## src/rtl/jpeg_dma_wr_if.sv

```systemverilog
// Wishbone bus bundle used by the JPEG write DMA.
// The master drives adr/dat_o/we/sel/stb/cyc and receives dat_i/ack.
// Handshake: a word transfers on a rising edge where cyc && stb && ack are
// all high; the master holds adr/dat_o/we/sel/stb stable until that edge.
interface wishbone;
  logic [31:0] adr;
  logic [31:0] dat_o;
  logic [31:0] dat_i;
  logic        we;
  logic [3:0]  sel;
  logic        stb;
  logic        cyc;
  logic        ack;

  modport master (
    output adr, dat_o, we, sel, stb, cyc,
    input  dat_i, ack
  );

  modport slave (
    input  adr, dat_o, we, sel, stb, cyc,
    output dat_i, ack
  );
endinterface

```

## src/rtl/jpeg_dma_wr.sv

```systemverilog
// JPEG coded-block write DMA.
// Copies complete coded blocks from the output block RAM to memory over a
// Wishbone master port, linearly from a programmed byte address.
// Ports:
//   clk_i, rst_ni        clock, asynchronous active-low reset
//   wb_adr_i/wb_dat_i/wb_we_i/dmaen_i/wb_dat_o  register slave window
//   wbm                  Wishbone master (write-only bursts of LINE_WORDS)
//   rd_addr_o/rd_data_i  block RAM read port (data one cycle after address)
//   block_ready_i        pulse: RAM holds a complete block
//   block_done_o         pulse: block fully written, RAM may be refilled
//   state_o              current FSM state for debug/observation
// Register map (wb_adr_i[4:2]): 0 dst_addr, 1 nblocks, 2 control (W: bit0
// start, bit1 abort), 3 status {blocks_written, 12'b0, ovf, done, pend, busy}.
module jpeg_dma_wr #(
  parameter int BLOCK_WORDS = 32,
  parameter int LINE_WORDS  = 8
) (
  input  logic        clk_i,
  input  logic        rst_ni,
  input  logic [31:0] wb_adr_i,
  input  logic [31:0] wb_dat_i,
  input  logic        wb_we_i,
  input  logic        dmaen_i,
  output logic [31:0] wb_dat_o,
  wishbone.master     wbm,
  output logic [4:0]  rd_addr_o,
  input  logic [31:0] rd_data_i,
  input  logic        block_ready_i,
  output logic        block_done_o,
  output logic [2:0]  state_o
);

  localparam int LCW = (LINE_WORDS > 1) ? $clog2(LINE_WORDS) : 1;

  typedef enum logic [2:0] {
    S_IDLE    = 3'd0,
    S_WAITBLK = 3'd1,
    S_FETCH   = 3'd2,
    S_WRITE   = 3'd3,
    S_RELEASE = 3'd4,
    S_LAST    = 3'd5
  } state_e;

  state_e      state_q, state_d;
  logic [31:0] dst_q, dst_d;
  logic [15:0] nblk_q, nblk_d;
  logic [31:0] addr_q, addr_d;
  logic [4:0]  rd_addr_q, rd_addr_d;
  logic [LCW-1:0] line_q, line_d;
  logic [15:0] bw_q, bw_d;
  logic        pend_q, pend_d;
  logic        done_q, done_d;
  logic        ovf_q, ovf_d;

  logic        reg_wr, start, abort, busy;
  logic [2:0]  reg_sel;
  logic        unused_bits;

  assign reg_sel = wb_adr_i[4:2];
  assign reg_wr  = dmaen_i && wb_we_i;
  // Abort wins over a simultaneous start.
  assign abort   = reg_wr && (reg_sel == 3'd2) && wb_dat_i[1];
  assign start   = reg_wr && (reg_sel == 3'd2) && wb_dat_i[0] && !wb_dat_i[1];
  assign busy    = (state_q != S_IDLE);

  assign unused_bits = &{1'b0, wb_adr_i[31:5], wb_adr_i[1:0], wbm.dat_i};

  always_ff @(posedge clk_i or negedge rst_ni) begin
    if (!rst_ni) begin
      state_q   <= S_IDLE;
      dst_q     <= '0;
      nblk_q    <= '0;
      addr_q    <= '0;
      rd_addr_q <= '0;
      line_q    <= '0;
      bw_q      <= '0;
      pend_q    <= 1'b0;
      done_q    <= 1'b0;
      ovf_q     <= 1'b0;
    end else begin
      state_q   <= state_d;
      dst_q     <= dst_d;
      nblk_q    <= nblk_d;
      addr_q    <= addr_d;
      rd_addr_q <= rd_addr_d;
      line_q    <= line_d;
      bw_q      <= bw_d;
      pend_q    <= pend_d;
      done_q    <= done_d;
      ovf_q     <= ovf_d;
    end
  end

  always_comb begin
    state_d   = state_q;
    dst_d     = dst_q;
    nblk_d    = nblk_q;
    addr_d    = addr_q;
    rd_addr_d = rd_addr_q;
    line_d    = line_q;
    bw_d      = bw_q;
    pend_d    = pend_q;
    done_d    = done_q;
    ovf_d     = ovf_q;

    if (reg_wr && (reg_sel == 3'd0)) dst_d  = wb_dat_i;
    if (reg_wr && (reg_sel == 3'd1)) nblk_d = wb_dat_i[15:0];

    // A block arriving while one is in flight is remembered once; a second
    // arrival before it is consumed is lost and flagged.
    if (block_ready_i && (state_q != S_IDLE) && (state_q != S_WAITBLK)) begin
      if (pend_q) ovf_d  = 1'b1;
      else        pend_d = 1'b1;
    end

    unique case (state_q)
      S_IDLE: begin
        if (start) begin
          if (nblk_q != 16'd0) begin
            addr_d  = dst_q;
            bw_d    = '0;
            done_d  = 1'b0;
            ovf_d   = 1'b0;
            state_d = S_WAITBLK;
          end else begin
            done_d  = 1'b1;
            ovf_d   = 1'b0;
          end
        end
      end
      S_WAITBLK: begin
        if (pend_q || block_ready_i) begin
          // A fresh pulse arriving while consuming the pending one stays pending.
          pend_d    = pend_q && block_ready_i;
          rd_addr_d = '0;
          line_d    = '0;
          state_d   = S_FETCH;
        end
      end
      S_FETCH: state_d = S_WRITE;
      S_WRITE: begin
        if (wbm.ack) begin
          addr_d = addr_q + 32'd4;
          if (rd_addr_q == 5'(BLOCK_WORDS - 1)) begin
            rd_addr_d = '0;
            state_d   = S_LAST;
          end else begin
            rd_addr_d = rd_addr_q + 5'd1;
            if (line_q == LCW'(LINE_WORDS - 1)) begin
              line_d  = '0;
              state_d = S_RELEASE;
            end else begin
              line_d  = line_q + 1'b1;
              state_d = S_FETCH;
            end
          end
        end
      end
      S_RELEASE: state_d = S_FETCH;
      S_LAST: begin
        bw_d = bw_q + 16'd1;
        if ((bw_q + 16'd1) == nblk_q) begin
          done_d  = 1'b1;
          state_d = S_IDLE;
        end else begin
          state_d = S_WAITBLK;
        end
      end
      default: state_d = S_IDLE;
    endcase

    if (abort) begin
      state_d = S_IDLE;
      pend_d  = 1'b0;
    end
  end

  assign wbm.cyc   = (state_q == S_FETCH) || (state_q == S_WRITE);
  assign wbm.stb   = (state_q == S_WRITE);
  assign wbm.we    = (state_q == S_WRITE);
  assign wbm.sel   = (state_q == S_WRITE) ? 4'b1111 : 4'b0000;
  assign wbm.adr   = addr_q;
  assign wbm.dat_o = (state_q == S_WRITE) ? rd_data_i : 32'd0;
  assign rd_addr_o    = rd_addr_q;
  assign block_done_o = (state_q == S_LAST);
  assign state_o      = state_q;

  always_comb begin
    wb_dat_o = 32'd0;
    unique case (reg_sel)
      3'd0: wb_dat_o = dst_q;
      3'd1: wb_dat_o = {16'd0, nblk_q};
      3'd3: wb_dat_o = {bw_q, 12'd0, ovf_q, done_q, pend_q, busy};
      default: wb_dat_o = 32'd0;
    endcase
  end

endmodule

```

## src/flat_wrapper.sv

```systemverilog
// flat-port wrapper written by rule: the top's interface ports become plain ports
module jpeg_dma_wr_flat 
#(
  parameter int BLOCK_WORDS = 32,
  parameter int LINE_WORDS  = 8
)
  (clk_i, rst_ni, wb_adr_i, wb_dat_i, wb_we_i, dmaen_i, wb_dat_o, rd_addr_o, rd_data_i, block_ready_i, block_done_o, state_o, wbm_adr, wbm_dat_o, wbm_we, wbm_sel, wbm_stb, wbm_cyc, wbm_dat_i, wbm_ack);
  wishbone wbm_i ();
  input  logic clk_i;
  input  logic rst_ni;
  input  logic [31:0] wb_adr_i;
  input  logic [31:0] wb_dat_i;
  input  logic wb_we_i;
  input  logic dmaen_i;
  output logic [31:0] wb_dat_o;
  output logic [4:0] rd_addr_o;
  input  logic [31:0] rd_data_i;
  input  logic block_ready_i;
  output logic block_done_o;
  output logic [2:0] state_o;
  output wire logic [$bits(wbm_i.adr)-1:0] wbm_adr;
  output wire logic [$bits(wbm_i.dat_o)-1:0] wbm_dat_o;
  output wire logic [$bits(wbm_i.we)-1:0] wbm_we;
  output wire logic [$bits(wbm_i.sel)-1:0] wbm_sel;
  output wire logic [$bits(wbm_i.stb)-1:0] wbm_stb;
  output wire logic [$bits(wbm_i.cyc)-1:0] wbm_cyc;
  input wire logic [$bits(wbm_i.dat_i)-1:0] wbm_dat_i;
  input wire logic [$bits(wbm_i.ack)-1:0] wbm_ack;
  assign wbm_adr = wbm_i.adr;
  assign wbm_dat_o = wbm_i.dat_o;
  assign wbm_we = wbm_i.we;
  assign wbm_sel = wbm_i.sel;
  assign wbm_stb = wbm_i.stb;
  assign wbm_cyc = wbm_i.cyc;
  assign wbm_i.dat_i = wbm_dat_i;
  assign wbm_i.ack = wbm_ack;
  jpeg_dma_wr #(.BLOCK_WORDS(BLOCK_WORDS), .LINE_WORDS(LINE_WORDS)) u_core (.clk_i(clk_i), .rst_ni(rst_ni), .wb_adr_i(wb_adr_i), .wb_dat_i(wb_dat_i), .wb_we_i(wb_we_i), .dmaen_i(dmaen_i), .wb_dat_o(wb_dat_o), .wbm(wbm_i), .rd_addr_o(rd_addr_o), .rd_data_i(rd_data_i), .block_ready_i(block_ready_i), .block_done_o(block_done_o), .state_o(state_o));
endmodule
```

## config.mk

```make
export PLATFORM = sky130hd
export DESIGN_NAME = jpeg_dma_wr_flat
export DESIGN_NICKNAME = d
export VERILOG_FILES = /design/src/rtl/jpeg_dma_wr_if.sv /design/src/rtl/jpeg_dma_wr.sv /design/src/flat_wrapper.sv
export SDC_FILE = /design/constraint.sdc
export NUM_CORES = 1
export LEC_CHECK = 0
export CAP_MARGIN = 20
export CORE_MARGIN = 4
export CORE_UTILIZATION = 41
export DETAILED_ROUTE_END_ITERATION = 6
export GPL_ROUTABILITY_DRIVEN = 0
export GPL_TIMING_DRIVEN = 0
export HOLD_SLACK_MARGIN = 0.06
export PLACE_DENSITY = 0.78
export SLEW_MARGIN = 40
export SYNTH_ARGS = -nofsm -noshare
export SYNTH_HDL_FRONTEND = slang
export SYNTH_SLANG_ARGS = --single-unit
```

## constraint.sdc

```tcl
create_clock -name clk_i -period 1.9 [get_ports clk_i]
set_input_delay 0.38 -clock clk_i [delete_from_list [all_inputs] [get_ports clk_i]]
set_output_delay 0.38 -clock clk_i [all_outputs]
set_load 0.02 [all_outputs]
```

### Word-level counts from Yosys, hierarchy flattened

Cells that the tools add are included.

* bits of input ports: 134
* output and inout bits: 112
* register bits after elaboration: 110
* word-level logic and storage cells: 102

* equality and inequality tests: 22
* reductions and logical operators: 26
* $add $sub $neg: 4
* multiplexer cells: 40

Operator list (number)
* $mux 32: 4
* $pmux 32 s3: 1
* $pmux 32 s2: 1
* $mux 3: 11
* $add 32x3->32 const B: 1
* $mux 16: 2
* $pmux 16 s2: 1
* $pmux 3 s6: 1
* $add 16x1->16 const B: 1
* $eq 16x16->1: 1
* $reduce_bool 16->1: 1
* $mux 5: 3
* $ne 3x1->1 const B: 5
* $eq 3x2->1 const B: 4
* $mux 1: 12
* $reduce_and 4->1: 3
* $logic_and 1x1->1: 10
* $ne 2x1->1 const B: 5
* $pmux 5 s2: 1
* $eq 3x3->1 const B: 3
* $reduce_and 3->1: 3
* $eq 3x1->1 const B: 2
* $logic_not 3->1: 2
* $pmux 3 s2: 1
* 10 further kinds: 13

### Longest topological paths before layout

Gate-level depths: netlist (run 1).

* depth in word-level cells: 7
* mapped depth: 9
* gate-level depth less buffers: 8

### Worst setup path before layout (run 1)

OpenSTA, ideal clock, no wires.

* kind: register -> output
* from: register u_core.state_q[2], in the netlist u_core.state_o[2]
* to: output wbm_dat_o[23]
* data arrival time: 2097 ps
* stages on the path, launching flop included: 8
* buffers on the path: 3
* path slack: -577 ps
* required time: 1520 ps
* cell sequence: dfrtp_1 -> nand2b_1 -> or2_1 -> clkbuf_1 -> inv_1 -> buf_2 -> clkbuf_1 -> and2_1

* cells in the longest elaborated chain, start to end: 2

Ends and longest elaborated chain
* start, declared: line jpeg_dma_wr.sv:44 `state_e state_q, state_d;`
* start signal, assigned: line jpeg_dma_wr.sv:81 `state_q <= state_d;`
* $eq 3x2->1
* via wbm_stb: line flat_wrapper.sv:25 `output wire logic [$bits(wbm_i.stb)-1:0] wbm_stb;`
* $mux 32: line jpeg_dma_wr.sv:183 `assign wbm.dat_o = (state_q == S_WRITE) ? rd_data_i : 32'd0;`
* end, declared: line flat_wrapper.sv:22 `output wire logic [$bits(wbm_i.dat_o)-1:0] wbm_dat_o;`

The timed path passes the listed nets, and every way through them passes these cells.

### Worst setup path in the final report (run 1)

* from: register u_core.bw_q[4]
* to: register u_core.state_q[0], in the netlist u_core.state_o[0]

* cells in the longest elaborated chain, start to end: 5

Ends and longest elaborated chain
* start, declared: line jpeg_dma_wr.sv:50 `logic [15:0] bw_q, bw_d;`
* start signal, assigned: line jpeg_dma_wr.sv:87 `bw_q <= bw_d;`
* $add 16x1->16: line jpeg_dma_wr.sv:162 `if ((bw_q + 16'd1) == nblk_q) begin`
* $eq 16x16->1: line jpeg_dma_wr.sv:162
* $mux 1: line jpeg_dma_wr.sv:162
* $pmux 3 s6: line jpeg_dma_wr.sv:116 `unique case (state_q)`
* $mux 3: line jpeg_dma_wr.sv:172 `if (abort) begin`

Every way passes these cells.
A chain may end at the register's enable or synchronous reset.

==> results of run 1 <==
what timing repair did:
item                       CTS  global route
gates cloned                 9             0
buffers inserted            71            21
setup endpoints to repair  167           144
pin swaps                   83            39
hold endpoints to repair    46             0
resized for setup          576           106
hold buffers                 1             0
per-stage QoR:
| stage | util [%] | hold WS (ns) | cells |
|---|---|---|---|
| finish | 70.0 | 0.448 | 1179 |
| global route | 70.0 | 0.456 | 1179 |
| detailed placement | 57.1 | 0.307 | 1076 |
| floorplan | - | 0.0844 | 684 |
| global placement | 56.9 | 0.478 | 1075 |
| CTS | 67.5 | 0.497 | 1167 |
cells in the mapped netlist (5+ instances only):
cell	n
xnor2_1	14
mux2_2	53
dfrtp_1	110
o21ai_0	48
a31oi_1	9
ha_1	6
nand4_1	12
nand2_1	48
buf_1	5
nor2_1	42
nor4_1	8
a22o_1	30
a21oi_1	54
buf_4	5
inv_1	11
nand3_1	25
xor2_1	6
clkbuf_1	27
and4_1	7
and3_1	12
nor3_1	11
o2bb2a_1	6
buf_2	16
o22ai_1	14
o31ai_1	5
and2_1	38
worst max-delay path by stage:
stage	startpoint	end	slack [ns]	cells past startpoint
detailed placement	wb_adr_i[2]	wb_dat_o[31]	-0.81	6
CTS	u_core.state_o[2]	wbm_dat_o[22]	-0.27	7
floorplan	u_core.bw_q[1]	u_core.done_q	-0.05	8
global route	u_core.bw_q[1]	u_core.done_q	-0.30	8
finish	u_core.bw_q[4]	u_core.state_o[0]	-0.27	8
global placement	rst_ni	u_core.state_o[2]	-4.24	1
logic make-up (layout without fill, tap and decap cells):
family / count (synthesis) / after routing
AO/OA/AOI/OAI: 196 / 196
XOR/XNOR: 20 / 20
adder cells (fa/ha/maj): 6 / 6
buffers and inverters: 65 / 349
flip-flops: 110 / 110
multiplexers: 55 / 55
AND/OR/NAND/NOR: 232 / 232
cell type report:
cell class	count	area share, %
Buffer	46	5.05
Clock buffer	14	2.56
Clock inverter	1	0.0467
Inverter	11	0.432
Multi-Input combinational cell	509	38.8
Sequential cell	110	25.9
Tap cell	211	2.46
Timing Repair Buffer	277	24.8
flip-flops by register name (all words and copies together) (netlist names):
| signal | flops |
|---|---|
| u_core.dst_q | 32 |
| u_core.ovf_q | 1 |
| u_core.nblk_q | 16 |
| u_core.rd_addr_o | 5 |
| u_core.done_q | 1 |
| u_core.line_q | 3 |
| u_core.bw_q | 16 |
| u_core.wbm.adr | 32 |
| u_core.state_o | 3 |
| u_core.pend_q | 1 |
power by group through the flow:
stage               sequential (mW)  clock (mW)  combinational, mW
floorplan                      4.11           0               4.41
global placement               4.01           0               7.21
detailed placement             4.03           0               7.32
CTS                            4.01        1.85               9.26
global route                   4.19        1.94               10.6
finish                         4.13        1.87               10.1
layer usage:
metal | vias to the layer above | GRT usage (%) | wire length (µm)
met1 | 3484 | 36.6 | 10100
met2 | 564 | 44.8 | 12400
li1 | 3077 | - | -
met3 | 137 | 7.55 | 3140
met5 | - | 0 | 0
met4 | 0 | 12.8 | 1510
==> results.json, run 1 <==
{
  "synth-compound-area-share_pct": 19.7,
  "power.density_mw_per_mm2": 1500,
  "synth_xor_area_share_pct": 2.71,
  "worstMarginPinSlew_ns": 0.633,
  "cts-root-buf": "clkbuf_16",
  "setup_violations": 89,
  "yosys-mux-area-fraction_pct": 9.55,
  "cp.arrival_ns": 2.39,
  "cp_num_buf_inv": 2,
  "syn_to_final_growth_pct": 65.9,
  "path_class": "reg -> reg",
  "cp-end-kind": "flip-flop",
  "violations": "setup timing",
  "cts-htree-levels": 3,
  "rsz0062_at_grt": "true",
  "power_frac_seq_pct": 25.6,
  "ir_drop_mv": 1.00,
  "wl_per_cell_um": 23.1,
  "syn_nets": 824,
  "relSlewSlack_pct": 57.8,
  "die_w_um": 134,
  "grt_max_degree": 65,
  "combPwrFrac_pct": 62.8,
  "crit_required_ns": 2.12,
  "ys_warn_count": 0,
  "nFillCells": 1041,
  "avgSynthCellArea_um2": 9.45,
  "start_kind": "flip-flop",
  "drtAntennaViolNets": 0,
  "path_max_fanout": 6,
  "io_pins": 246,
  "fin_crit_ns": 2.17,
  "drive_above_1_share_pct": 46.1,
  "num_rows": 45,
  "grt_usage_pct": 28.4,
  "grt_antenna_before_repair": 0,
  "ys.flop_type": "dfrtp_1",
  "start_util_pct": 42.2,
  "hold_start": "wbm_ack",
  "crit_slowest_cell": "dfrtp_2",
  "seq_area_mm2": 0.00278,
  "cap_viol_max_count": 0,
  "cp_cell_sequence": "buf_4, buf_4, and3_1, and3_1, o21ai_0, a31oi_1, nor4bb_4, a21oi_1",
  "worstHoldEndpoint": "u_core.state_o[1]",
  "power_leakage_nw": 4.62,
  "ys_seq_area_share_pct": 42.6,
  "routed_wl_um": 27200,
  "vias": 7262,
  "synth_seq_cells": 110,
  "reg2reg_depth": 8,
  "clk_pin_slew_ns": 0.07,
  "fin_skew_ns": 0.0122,
  "synth.area.top_cells": "dfrtp_1 43%, mux2_2 9.2%, a21oi_1 4.2%, a22o_1 4.1%, o21ai_0 3.7%",
  "grt_pass1_wl_um": 40000,
  "dp_slack_ns": -0.814,
  "hold_class": "in -> reg",
  "final_common_cell": "clkdlybuf4s50_1",
  "finalInstanceArea_mm2": 0.0107,
  "route.detailed.drc": 0,
  "synth_top_family_by_area": "simple AND/OR/NAND/NOR gates",
  "status": "finished with violations",
  "coreArea_mm2": 0.0153,
  "grt-ovfl-total": 0,
  "power_mw": 16.1,
  "hold_depth": 2,
  "clock_sinks": 110,
  "clkLatencyLatePin_ns": 0.35,
  "p_sw_share_pct": 43.8,
  "final_hold_viol_count": 0,
  "async_flop_share_pct": 100,
  "setup_ws_ns": -0.272,
  "internal_power_mw": 9.05,
  "n_antenna_cell": 0,
  "yosysTopAreaCell": "dfrtp_1",
  "io_buffers": 180,
  "tns_ns": -14.83,
  "cp_top_family": "simple AND/OR/NAND/NOR gates",
  "multi_input_area_mm2": 0.00416,
  "cts_made_buffers": 9,
  "post_drt_via_cell_ratio": 6.16,
  "synth.top_cell.area_share_pct": 42.6,
  "synth_cells": 684,
  "synth.distinct_cells": 62,
  "place_area_mm2": 0.00875,
  "place_hpwl_um": 16600,
  "layout_common_cells": "98 x clkdlybuf4s50_1, 89 x dfrtp_1, 80 x buf_4, 73 x buf_6, 51 x mux2_2",
  "r2r_setup_slack_ns": -0.27,
  "yosys.area_share.simple_pct": 19.8,
  "r2r-start": "u_core.bw_q[4]",
  "synth.cell_area_mm2": 0.00646,
  "nNetsFinal": 1104,
  "r2r-end": "u_core.state_o[0]",
  "grt_pass1_vias": 7158,
  "first_pass_iters": 6,
  "period_share_pct": 114,
  "synth-edff-count": 0,
  "cts_tree": "done",
  "fmaxAchievable_mhz": 460,
  "die_area_mm2": 0.0178,
  "p_switching_mw": 7.05,
  "ctsLongestPathBuffers": 2,
  "max_stage_delay_ns": 0.41,
  "maxSlewViolCount": 0,
  "pwr-share-clk_pct": 11.6,
  "die_height_um": 134,
  "first_iter_violations": 988,
  "synthAdderAreaFrac_pct": 1.16
}
Power figures use the tool's default switching activity.
==> inputs of run 2 (changes only) <==
--- a/config.mk
+++ b/config.mk
@@ -7,12 +7,12 @@
 export LEC_CHECK = 0
 export CAP_MARGIN = 20
 export CORE_MARGIN = 4
-export CORE_UTILIZATION = 41
+export CORE_UTILIZATION = 40
 export DETAILED_ROUTE_END_ITERATION = 6
 export GPL_ROUTABILITY_DRIVEN = 0
 export GPL_TIMING_DRIVEN = 0
 export HOLD_SLACK_MARGIN = 0.06
-export PLACE_DENSITY = 0.78
+export PLACE_DENSITY = 0.77
 export SLEW_MARGIN = 40
 export SYNTH_ARGS = -nofsm -noshare
 export SYNTH_HDL_FRONTEND = slang
==> run 2 against run 1 <==
The flow still finishes with violations (setup timing). Fmax down 0.96%. Core utilization down 6.7 points. Total power down 4.6%. Combinational power shrank 8%. Non-clock buffer count down 29. Via count down 5.9%. Worst setup slack got worse by 0.021 ns. Cell area is 6.5% lower. Critical path depth is 1 lower. First-iteration DRC count down 12%. Die area grew 2.4%. Critical endpoint is now wbm_dat_o[20].
==> results.json, run 2 (synthesized netlist as in run 1, its figures left out) <==
{
  "status": "finished with violations",
  "violations": "setup timing",
  "fin_skew_ns": 0.00996,
  "power.density_mw_per_mm2": 1530,
  "nNetsFinal": 1075,
  "cap_viol_max_count": 0,
  "cp-end-kind": "output port",
  "drtAntennaViolNets": 0,
  "start_util_pct": 40.8,
  "clock_sinks": 110,
  "reg2reg_depth": 8,
  "period_share_pct": 115,
  "use_met2_pct": 39.9,
  "cts_made_buffers": 9,
  "cts-root-buf": "clkbuf_16",
  "place_hpwl_um": 16800,
  "grt-busiest-layer": "met2",
  "place_area_mm2": 0.00876,
  "grt_max_degree": 61,
  "route.detailed.drc": 0,
  "setup_violations": 81,
  "grt_pass1_vias": 6564,
  "final_hold_viol_count": 0,
  "vias": 6831,
  "multi_input_area_mm2": 0.00379,
  "hold_start": "wbm_ack",
  "cts_tree": "done",
  "stdcell_count": 1156,
  "relSlewSlack_pct": 61.2,
  "cp_cell_sequence": "nand2b_4, or2_4, inv_6, clkbuf_16, clkbuf_16, and2_4, buf_6",
  "gr-usage-met3_pct": 5.63,
  "dp_slack_ns": -0.806,
  "r2r-end": "u_core.done_q",
  "first_pass_iters": 5,
  "layout_common_cells": "96 x clkdlybuf4s50_1, 95 x dfrtp_1, 67 x buf_4, 53 x mux2_2",
  "clkLatencyLatePin_ns": 0.37,
  "nFillCells": 1247,
  "r2r_setup_slack_ns": -0.17,
  "grt_antenna_before_repair": 0,
  "start_kind": "flip-flop",
  "clk_pin_slew_ns": 0.08,
  "dp_cells": 1081,
  "first_iter_violations": 872,
  "post_drt_via_cell_ratio": 5.91,
  "grt_pass1_wl_um": 37100,
  "io_pins": 246,
  "maxSlewViolCount": 0,
  "rsz0062_at_grt": "true",
  "coreArea_mm2": 0.0158,
  "routed_wl_um": 24400,
  "grtUsageMet1_pct": 36.7,
  "tns_ns": -13.39,
  "final_common_cell": "clkdlybuf4s50_1",
  "ir_drop_mv": 0.861,
  "worstHoldEndpoint": "u_core.state_o[1]",
  "max_stage_delay_ns": 0.44,
  "path_max_fanout": 5,
  "io_buffers": 180,
  "seq_area_mm2": 0.00277,
  "crit_required_ns": 1.52,
  "fin_crit_ns": 2.19,
  "die_height_um": 135,
  "wl_per_cell_um": 21.1,
  "die_area_mm2": 0.0183,
  "crit_slowest_cell": "dfrtp_2",
  "hold_class": "in -> reg",
  "grt_usage_pct": 26.1,
  "ctsLongestPathBuffers": 2,
  "n_antenna_cell": 0,
  "fmaxAchievable_mhz": 456,
  "r2r-start": "u_core.bw_q[0]",
  "power_leakage_nw": 4.38,
  "setup_ws_ns": -0.293,
  "worstMarginPinSlew_ns": 0.581,
  "hold_depth": 2,
  "cts-htree-levels": 3,
  "grt-ovfl-total": 0,
  "cp_common_cell": "clkbuf_16",
  "finalInstanceArea_mm2": 0.0100,
  "path_class": "reg -> out",
  "syn_to_final_growth_pct": 55.1,
  "cp.arrival_ns": 1.81,
  "drive_above_1_share_pct": 37.4,
  "num_rows": 46,
  "die_w_um": 135
}
==> run 2: metrics by stage <==
| step | power, mW | util (%) | hold slack [ns] |
|---|---|---|---|
| after detailed placement | 11.3 | 55.3 | 0.323 |
| after CTS | 14.4 | 60.8 | 0.498 |
| final | 15.4 | 63.3 | 0.395 |
| after global routing | 16.2 | 63.3 | 0.402 |
| after floorplan | 8.53 | - | 0.0844 |
| after global placement | 11.2 | 55.1 | 0.477 |
==> run 2: timing repair <==
item,in CTS,in global routing
pin swaps,39,20
gates resized for setup,431,94
endpoints found under the setup margin,167,162
setup buffers,41,19
cloned,3,1
hold buffers,1,0
endpoints found under the hold margin,50,0
==> run 2: worst max path at each step <==
stage | from | to | cells past startpoint
after floorplan | u_core.bw_q[1] | u_core.done_q | 8
after global placement | rst_ni | u_core.state_o[2] | 1
after detailed placement | u_core.state_o[2] | wbm_dat_o[22] | 8
after CTS | u_core.state_o[2] | wbm_dat_o[4] | 7
after global routing | u_core.state_o[2] | wbm_dat_o[6] | 7
final | u_core.state_o[2] | wbm_dat_o[20] | 7
==> run 2: report_power, final <==
| part | leakage [nW] | switching (mW) | total (mW) | internal [mW] |
|---|---|---|---|---|
| clock | 0.143 | 0.962 | 2.00 | 1.04 |
| sequential | 1.27 | 0.997 | 4.06 | 3.06 |
| combinational | 2.97 | 4.54 | 9.29 | 4.75 |
| total | 4.38 | 6.50 | 15.4 | 8.85 |
==> run 2: area by class of cell <==
class,count,area share (%)
Timing Repair Buffer,246,23.4
Clock inverter,7,0.799
Buffer,48,4.93
Multi-Input combinational cell,509,37.8
Tap cell,216,2.70
Inverter,11,0.462
Sequential cell,110,27.6
Clock buffer,9,2.25
==> run 2: layer usage <==
layer / vias to the layer above / part of all wire (%)
li1: 3018 / -
met1: 3312 / 41
met2: 419 / 46
met4: 0 / 4.1
met3: 82 / 9.7
met5: - / 0
==> run 2: critical path, delay by kind of cell (launching register included) <==
kind / cells / cell delay (ns)
buffers and inverters: 4 / 0.47
DFF: 1 / 0.44
and+or+nand+nor: 3 / 0.54
